[config.mk]
export PLATFORM = sky130hd
export DESIGN_NAME = accum_alu_seq
export DESIGN_NICKNAME = d
export VERILOG_FILES = /design/src/rtl/accum_pkg.sv /design/src/rtl/accum_mul_seq.sv /design/src/rtl/accum_alu_seq.sv
export SDC_FILE = /design/constraint.sdc
export NUM_CORES = 1
export LEC_CHECK = 0
export CAP_MARGIN = 20
export CORE_AREA = 2 2 107 109
export DETAILED_ROUTE_END_ITERATION = 10
export DIE_AREA = 0 0 109 111
export PLACE_DENSITY = 0.66
export SLEW_MARGIN = 10
export SYNTH_ARGS = -nofsm -noshare
export SYNTH_HDL_FRONTEND = slang
export SYNTH_SLANG_ARGS = --single-unit
[constraint.sdc]
create_clock -name clk -period 2.6 [get_ports clk]
set_input_delay 0.26 -clock clk [delete_from_list [all_inputs] [get_ports clk]]
set_output_delay 0.26 -clock clk [all_outputs]
set_load 0.1 [all_outputs]
[src/rtl/accum_pkg.sv]
// Shared types for the accumulator/ALU: opcodes, flag bundle,
// and the signed-overflow helper used by the add/sub path.
package accum_pkg;

  localparam int OP_W = 4;

  typedef enum logic [OP_W-1:0] {
    OP_NOP  = 4'd0,
    OP_LOAD = 4'd1,
    OP_ADD  = 4'd2,
    OP_SUB  = 4'd3,
    OP_ADC  = 4'd4,
    OP_SBB  = 4'd5,
    OP_AND  = 4'd6,
    OP_OR   = 4'd7,
    OP_XOR  = 4'd8,
    OP_SHL  = 4'd9,
    OP_SHR  = 4'd10,
    OP_MUL  = 4'd11,
    OP_CLRF = 4'd12
  } op_e;

  typedef struct packed {
    logic cf;
    logic zf;
    logic nf;
    logic vf;
  } flags_t;

  // Inputs are the sign bits of both addends and of the result.
  function automatic logic add_ovf(
    input logic a,
    input logic b,
    input logic r
  );
    return (a == b) && (r != a);
  endfunction

endpackage

[src/rtl/accum_mul_seq.sv]
// Unsigned shift-add multiplier, one iteration per clock.
// Ports: clk, rst (async high), start, mcand, mplier in;
//        busy, last, done, product (running value incl. this cycle) out.
module accum_mul_seq #(
  parameter int WIDTH = 8
) (
  input  logic               clk,
  input  logic               rst,
  input  logic               start,
  input  logic [WIDTH-1:0]   mcand,
  input  logic [WIDTH-1:0]   mplier,
  output logic               busy,
  output logic               last,
  output logic               done,
  output logic [2*WIDTH-1:0] product
);

  localparam int CW = $clog2(WIDTH + 1);

  logic [CW-1:0]        cnt;
  logic [2*WIDTH-1:0]   prod_q;
  logic [2*WIDTH-1:0]   mc_q;
  logic [WIDTH-1:0]     mp_q;

  // product already includes the partial sum of the current cycle,
  // so the owner can capture the final value on the last edge.
  assign product = prod_q + (mp_q[0] ? mc_q : '0);
  assign last    = busy && (cnt == CW'(WIDTH - 1));

  always_ff @(posedge clk or posedge rst) begin
    if (rst) begin
      busy   <= 1'b0;
      done   <= 1'b0;
      cnt    <= '0;
      prod_q <= '0;
      mc_q   <= '0;
      mp_q   <= '0;
    end else begin
      done <= 1'b0;
      if (start && !busy) begin
        busy   <= 1'b1;
        cnt    <= '0;
        prod_q <= '0;
        mc_q   <= {{WIDTH{1'b0}}, mcand};
        mp_q   <= mplier;
      end else if (busy) begin
        prod_q <= product;
        mc_q   <= mc_q << 1;
        mp_q   <= mp_q >> 1;
        cnt    <= cnt + 1'b1;
        if (last) begin
          busy <= 1'b0;
          done <= 1'b1;
        end
      end
    end
  end

endmodule

[src/rtl/accum_alu_seq.sv]
// Parametrised accumulator/ALU with registered flags and valid/ready issue.
// Ports: clk, rst, in_valid, op, operand, acc_oe in; in_ready, bus_out, acc,
//        cf/zf/nf/vf, busy, done out. bus_out is acc gated by acc_oe.
module accum_alu_seq #(
  parameter int WIDTH  = 8,
  parameter bit MUL_EN = 1'b1
) (
  input  logic             clk,
  input  logic             rst,
  input  logic             in_valid,
  output logic             in_ready,
  input  logic [3:0]       op,
  input  logic [WIDTH-1:0] operand,
  input  logic             acc_oe,
  output logic [WIDTH-1:0] bus_out,
  output logic [WIDTH-1:0] acc,
  output logic             cf,
  output logic             zf,
  output logic             nf,
  output logic             vf,
  output logic             busy,
  output logic             done
);

  import accum_pkg::*;

  flags_t             fl_q;
  flags_t             fl_d;
  logic [WIDTH-1:0]   acc_d;
  logic [WIDTH:0]     sum;
  logic [WIDTH-1:0]   arith_b;
  logic               arith_ci;
  logic               accept;
  logic               mul_start;
  logic               done_q;

  logic               mul_busy;
  logic               mul_last;
  logic               mul_done;
  logic [2*WIDTH-1:0] mul_prod;
  logic [WIDTH-1:0]   mul_lo;
  logic [WIDTH-1:0]   mul_hi;

  assign busy      = mul_busy;
  assign in_ready  = !mul_busy;
  assign accept    = in_valid && in_ready;
  assign mul_start = accept && MUL_EN && (op == OP_MUL);
  assign done      = done_q | mul_done;
  assign bus_out   = acc_oe ? acc : '0;

  assign cf = fl_q.cf;
  assign zf = fl_q.zf;
  assign nf = fl_q.nf;
  assign vf = fl_q.vf;

  assign mul_lo = mul_prod[WIDTH-1:0];
  assign mul_hi = mul_prod[2*WIDTH-1:WIDTH];

  generate
    if (MUL_EN) begin : g_mul
      accum_mul_seq #(
        .WIDTH (WIDTH)
      ) u_mul (
        .clk     (clk),
        .rst     (rst),
        .start   (mul_start),
        .mcand   (acc),
        .mplier  (operand),
        .busy    (mul_busy),
        .last    (mul_last),
        .done    (mul_done),
        .product (mul_prod)
      );
    end else begin : g_nomul
      assign mul_busy = 1'b0;
      assign mul_last = 1'b0;
      assign mul_done = 1'b0;
      assign mul_prod = '0;
    end
  endgenerate

  // Shared WIDTH+1 adder: subtraction is acc + ~b + carry-in.
  always_comb begin
    arith_b  = operand;
    arith_ci = 1'b0;
    unique case (op)
      OP_ADC:  arith_ci = fl_q.cf;
      OP_SUB:  begin
        arith_b  = ~operand;
        arith_ci = 1'b1;
      end
      OP_SBB:  begin
        arith_b  = ~operand;
        arith_ci = fl_q.cf;
      end
      default: ;
    endcase
    sum = {1'b0, acc} + {1'b0, arith_b}
        + {{WIDTH{1'b0}}, arith_ci};
  end

  always_comb begin
    acc_d = acc;
    fl_d  = fl_q;
    unique case (op)
      OP_ADD, OP_SUB, OP_ADC, OP_SBB: begin
        acc_d = sum[WIDTH-1:0];
        fl_d.cf = sum[WIDTH];
        fl_d.vf = add_ovf(acc[WIDTH-1],
                          arith_b[WIDTH-1],
                          sum[WIDTH-1]);
      end
      OP_LOAD: acc_d = operand;
      OP_AND:  acc_d = acc & operand;
      OP_OR:   acc_d = acc | operand;
      OP_XOR:  acc_d = acc ^ operand;
      OP_SHL:  begin
        acc_d   = acc << 1;
        fl_d.cf = acc[WIDTH-1];
      end
      OP_SHR:  begin
        acc_d   = acc >> 1;
        fl_d.cf = acc[0];
      end
      OP_CLRF: fl_d = '0;
      default: ;
    endcase
    unique case (op)
      OP_LOAD, OP_AND, OP_OR, OP_XOR,
      OP_SHL, OP_SHR: fl_d.vf = 1'b0;
      default: ;
    endcase
    unique case (op)
      OP_ADD, OP_SUB, OP_ADC, OP_SBB,
      OP_LOAD, OP_AND, OP_OR, OP_XOR,
      OP_SHL, OP_SHR: begin
        fl_d.zf = (acc_d == '0);
        fl_d.nf = acc_d[WIDTH-1];
      end
      default: ;
    endcase
  end

  always_ff @(posedge clk or posedge rst) begin
    if (rst) begin
      acc    <= '0;
      fl_q   <= '0;
      done_q <= 1'b0;
    end else begin
      done_q <= accept && !mul_start;
      if (accept && !mul_start) begin
        acc  <= acc_d;
        fl_q <= fl_d;
      end else if (mul_last) begin
        acc     <= mul_lo;
        fl_q.cf <= |mul_hi;
        fl_q.vf <= |mul_hi;
        fl_q.zf <= (mul_lo == '0);
        fl_q.nf <= mul_lo[WIDTH-1];
      end
    end
  end

endmodule
=== Word level (Yosys, flattened, before mapping) ===
Cells that the tools add are included.

* Register bits after elaboration: 59
* Latch bits: 0
* RAM bits: 0
* ROM bits: 0
* Input bits: 16
* Output and inout port bits: 23
* Word-level logic and storage cells: 88
* Memories: 0

* Add/sub/neg operators: 4
* $mul: 0
* Divide/modulo/power cells: 0
* Magnitude comparators: 0
* Equality and inequality tests: 18
* Shift operators: 0
* Muxes and demuxes: 28
* Bitwise logic cells: 5
* Reduce and logical (&&, ||, !) cells: 21

{| class="wikitable"
|+ Operator list
! cell !! count
|-
| 16-bit two-way mux || 5
|-
| 8-bit one-hot mux with 7 select lines || 1
|-
| 8-bit two-way mux || 6
|-
| 4-bit by 3-bit equality test with 1-bit output (second input constant) || 5
|-
| 4-bit equality test (second input constant) || 5
|-
| 16-bit adder || 1
|-
| 8-bit logical NOT || 2
|-
| 4-bit two-way mux || 4
|-
| 10-bit OR reduction || 1
|-
| 8-bit by 8-bit adder with 9-bit output || 1
|-
| 9-bit by 1-bit adder with 9-bit output || 1
|-
| 8-bit bitwise AND || 1
|-
| 4-bit by 2-bit equality test with 1-bit output (second input constant) || 2
|-
| 8-bit NOT || 1
|-
| 8-bit bitwise OR || 1
|-
| 8-bit OR reduction || 1
|-
| 8-bit XOR || 1
|-
| 1-bit two-way mux || 7
|-
| 1-bit logical AND || 6
|-
| 2-bit AND reduction || 3
|-
| 6-bit OR reduction || 1
|-
| 5-bit by 1-bit inequality test with 1-bit output (second input constant) || 1
|-
| 4-bit by 1-bit adder with 4-bit output (second input constant) || 1
|-
| 4-bit by 1-bit equality test with 1-bit output (second input constant) || 1
|-
| 12 further kinds || 17
|}

=== Logic depth before layout (Yosys ltp) ===
* Word-level depth: 10
* Depth in mapped cells: 14
* Gate-level depth less buffers: 13

=== Modules after synthesis ===
Synthesis repeated with hierarchy kept, for this count alone.

* Cells, all modules: 547
* Area, all modules: 4,817.1 um^2

{| class="wikitable"
|+ By module, submodules not included
! module !! instances !! cells each !! area an instance (um^2) !! seq. area each (um^2)
|-
| accum_mul_seq || 1 || 292 || 2,740.1 || 1,151.1
|-
| accum_alu_seq || 1 || 255 || 2,077.0 || 325.3
|}

=== Worst setup path before layout ===
No wires, ideal clock.

* Path kind: input-to-reg
* Start point: in op[3]
* End point: reg, netlist name zf
* Library setup time: 0.095 ns
* Arrival: 3.516 ns
* Data required time: 2.505 ns
* Slack: -1.011 ns
* Stages: 13
* Buffers on the path: 2
* Path through: buf_6 > buf_2 > nor2_1 > nand2_1 > xnor2_1 > fa_1 > fa_1 > xor2_1 > a32o_1 > a2111oi_4 > o2111ai_1 > or4_1 > o31ai_1

* Word-level cells in the longest chain between the ends: 9
* Elaborated cells between the ends (all ways): 30
* Classes of those cells: 2 x add/sub; 13 x eq/ne; 5 x mux; 10 x reduce/logical

{| class="wikitable"
|+ RTL lines
! item !! line !! RTL
|-
| from (decl) || accum_alu_seq.sv:12 || <nowiki>input logic [3:0] op,</nowiki>
|-
| 4-bit by 2-bit equality test with 1-bit output or 4-bit by 3-bit equality test with 1-bit output (tied branches) || accum_alu_seq.sv:86, accum_alu_seq.sv:105, accum_alu_seq.sv:133 ||
|-
| 2-bit OR reduction (no line) || -- ||
|-
| 8-bit two-way mux || -- ||
|-
| 8-bit by 8-bit adder with 9-bit output || accum_alu_seq.sv:98 || <nowiki>sum = {1'b0, acc} + {1'b0, arith_b}</nowiki>
|-
| 9-bit by 1-bit adder with 9-bit output || accum_alu_seq.sv:99 || <nowiki>+ {{WIDTH{1'b0}}, arith_ci};</nowiki>
|-
| 8-bit one-hot mux with 7 select lines || accum_alu_seq.sv:105 || <nowiki>unique case (op)</nowiki>
|-
| 8-bit logical NOT || accum_alu_seq.sv:137 || <nowiki>fl_d.zf = (acc_d == '0);</nowiki>
|-
| 2-bit two-way mux || accum_alu_seq.sv:133 || <nowiki>unique case (op)</nowiki>
|-
| 4-bit two-way mux || accum_alu_seq.sv:151 || <nowiki>if (accept && !mul_start) begin</nowiki>
|}

Several ways; a longest one is shown, not always the timed one.
A chain may end at the register's enable or synchronous reset.

=== Worst setup path after layout ===
* Start point: reg g_mul.u_mul.mp_q[0]
* End point: reg, netlist name cf

* Word-level cells in the longest chain between the ends: 5

{| class="wikitable"
|+ RTL lines
! item !! line !! RTL
|-
| from (decl) || accum_mul_seq.sv:23 || <nowiki>logic [WIDTH-1:0] mp_q;</nowiki>
|-
| from (signal assigned) || accum_mul_seq.sv:45 || <nowiki>mp_q <= mplier;</nowiki>
|-
| from (signal assigned) || accum_mul_seq.sv:49 || <nowiki>mp_q <= mp_q >> 1;</nowiki>
|-
| 16-bit two-way mux || accum_mul_seq.sv:27 || <nowiki>assign product = prod_q + (mp_q[0] ? mc_q : '0);</nowiki>
|-
| 16-bit adder || accum_mul_seq.sv:27 ||
|-
| 8-bit OR reduction || accum_alu_seq.sv:156 || <nowiki>fl_q.cf <= |mul_hi;</nowiki>
|-
| 4-bit two-way mux || accum_alu_seq.sv:154 || <nowiki>end else if (mul_last) begin</nowiki>
|-
| 4-bit two-way mux || accum_alu_seq.sv:151 ||
|}

Every way passes these cells. The select of a mux whose other input is x is not followed.

==> reports/metrics.csv <==
stage;metric;value;unit
placed_design;dp_cells;874;
critical_path;crit-reg2reg-launch;g_mul.u_mul.mp_q[0];
finish;fin_util;65.33;%
clock_network;cts_tree;done;
pwr;fin_total_pwr;7.335;mW
critical_path;timing.rr.end;cf;
routing;routed_wl;16410;um
routing;viasPerCell;5.670;
logic_synthesis;seq_area_frac_synth;30.70;%
global_route;grt_pass1_vias;5163;
finish;drive_above_1_share;37.71;%
logic_synthesis;synth_edf_count;0;
placed_design;portBuffers;38;
timing;setup_viol;7;
floorplan;dieHeight;111;um
timing;setup_ws;-506.3;ps
logic_synthesis;yosysMostFrequentCell;nand2_1;
timing;timing.fmax;321.9;MHz
critical_path;required;2790;ps
clock_network;clk_latency;320;ps
logic_synthesis;synthArstFlopShare;100.0;%
floorplan;ios;39;
timing;slew_viol_final;0;
pwr;power_density;1013;nW/um^2
timing;finalHoldViolations;0;
worst_hold_path;hp-class;in2async;
routing;via_count;5126;
global_route;grt_max_degree;42;
pwr;ir_worst_vdd;0.0009354;V
critical_path;worst-r2r-setup-slack;-510;ps
timing;fin_setup_tns;-1756;ps
timing;grt_setup_unrepaired;true;
placed_design;gp_congestion;0.9681;
timing;fin_crit_sh;119.5;%
timing;relSlewSlack;57.67;%
routing;drc;0;
critical_path;cp.arrival;3300;ps
timing;clock_skew;3.340;ps
floorplan;initial_core_util;43.42;%
critical_path;reg2reg_depth;12;
logic_synthesis;yosysWarnings;0;
finish;antenna_cells;0;
job;maxCapViolations;0;
finish;stdcell_count;904;
logic_synthesis;synthCells;576;
floorplan;rows;39;
critical_path;start_kind;flip-flop;
logic_synthesis;yosys.area.top_type;dfrtp_1;
clock_network;cts_max_level;3;
global_route;grt_first_pass_wirelength;26450;um
logic_synthesis;synth.top_cell.area_share;30.70;%
clock_network;clk_path_buf_depth;2;
floorplan;die_w;109;um
timing;hold_ws;339.8;ps
logic_synthesis;ys_top_cells_by_count;101 x nand2_1, 59 x dfrtp_1, 39 x ha_1, 39 x o21ai_0, 33 x a21oi_1;
finish;nNetsFinal;814;
routing;ant_nets;0;
critical_path;critPathMaxFanout;4;
floorplan;core;11080;um^2
global_route;grt_usage;28.06;%
global_route;antenna_found_initial;0;
logic_synthesis;synth_area;4810;um^2
clock_network;root_buffer;clkbuf_16;
logic_synthesis;synth_fp_nets;634;
floorplan;die_area;12100;um^2
run_status;status;complete, but fails checks;
clock_network;cts_buffers;9;
critical_path;path_class;reg2reg;
routing;wl_per_cell;18.16;um
clock_network;path_clk_slew;50;ps
logic_synthesis;synth.avg_cell_area;8.350;um^2
finish;area_growth;50.47;%
critical_path;endpoint_kind;flip-flop;
run_status;violations;setup timing;
logic_synthesis;synth_area_leaders;dfrtp_1 31%, ha_1 10%, nand2_1 7.9%, o21ai_0 4.1%, a22oi_1 3.6%;
routing;drt-pass1-iter-count;5;
timing;finalCriticalPeriod;3106;ps
clock_network;clock_sinks;59;
timing;worst-slew-pin-transition;634.1;ps
pwr;leakage;3.466;nW
routing;drt-initial-drc-count;305;
logic_synthesis;synth_cell_types;68;
placed_design;dp_hpwl;12310;um
global_route;grt_overflow;0;
logic_synthesis;ys_seq_elements;59;
logic_synthesis;synthFlopType;dfrtp_1;
==> what timing repair did <==
| action | CTS | global route |
|---|---|---|
| pin swaps | 20 | 31 |
| cloned | 1 | 0 |
| resized for setup | 56 | 42 |
| setup endpoints to repair | 15 | 14 |
| hold buffers | 0 | 0 |
| buffers inserted | 11 | 4 |
==> final cells by class <==
type	count	area [um^2]
inverter	26	97.59
clock inverter	4	47.55
multi-input combinational	464	3602
timing repair buffer	196	1560
tap	143	178.9
fill	882	3840
clock buffer	12	266.5
sequential	59	1484
==> metrics by stage <==
stage | setup WS (ps) | instance area [um^2]
after floorplan | -514.8 | 4866
after global placement | -918.4 | 6332
after detailed placement | -992.9 | 6332
after CTS | -477.4 | 6989
after global routing | -579.4 | 7237
final | -506.3 | 7237
==> report_power, final <==
part / internal (mW) / switching, mW / total [mW] / leakage [nW]
Clock: 0.816 / 0.416 / 1.23 / 0.155
Sequential: 1.24 / 0.375 / 1.62 / 0.777
Combinational: 1.81 / 2.68 / 4.49 / 2.53
Total: 3.86 / 3.47 / 7.33 / 3.47
==> critical path, cell delays in order, from the launching register on <==
cell and delay, ps:
dfrtp_2 440, and2_4 160, ha_4 160, fa_2 360, a21o_1 220, a22o_1 260
o211ai_1 180, buf_4 180, mux2i_4 240, o211ai_1 180, nor4_2 350, buf_4 190
a21oi_2 50
==> layer usage <==
metal	share of wire, %	track usage (%)	vias up
met3	3.1	2.998	35
met2	51	48.07	134
met1	43	35.52	2502
li1	-	-	2455
met5	0	0	-
met4	3.3	11.45	0
==> sequential cells by signal, summed over array words and instances, names as in the netlist <==
signal              cells
vf                      1
g_mul.u_mul.prod_q     16
g_mul.u_mul.mc_q       16
g_mul.u_mul.done        1
g_mul.u_mul.mp_q        8
g_mul.u_mul.busy        1
g_mul.u_mul.cnt         4
done_q                  1
acc                     8
cf                      1
nf                      1
zf                      1
==> placed cells by master, fill, tap and decap left out, types with 6 or more instances in the layout <==
master,count
a21o_1,14
clkbuf_16,9
nor2b_1,7
buf_6,7
buf_4,172
clkdlybuf4s50_1,11
nand3_1,10
ha_1,26
nor3_1,12
nand2_1,100
o21ai_0,34
dfrtp_1,53
ha_4,12
inv_1,24
nor2_1,20
mux2i_1,7
and2_1,17
a21oi_1,28
xnor2_1,15
a22oi_1,22
and2_4,7
dfrtp_2,6
==> cell families after synthesis <==
| kind of cell | count (synthesis) | synth area share [%] |
|---|---|---|
| fa+ha+maj | 42 | 11.39 |
| buf+inv | 53 | 4.760 |
| flops | 59 | 30.70 |
| simple gates | 207 | 20.42 |
| xor+xnor | 23 | 4.345 |
| mux | 9 | 1.899 |
| compound gates | 183 | 26.48 |
==> how the worst max path moves through the flow <==
| stage | end | depth (start not counted) | from | slack, ps |
|---|---|---|---|---|
| 2_1_floorplan | zf | 13 | op[2] | -510 |
| 3_3_place_gp | zf | 13 | op[1] | -920 |
| 3_5_place_dp | zf | 13 | op[2] | -990 |
| 4_1_cts | vf | 12 | g_mul.u_mul.mp_q[0] | -480 |
| 6_report | cf | 12 | g_mul.u_mul.mp_q[0] | -510 |
| 5_1_grt | vf | 14 | g_mul.u_mul.mp_q[0] | -580 |
Power figures use the tool's default switching activity.
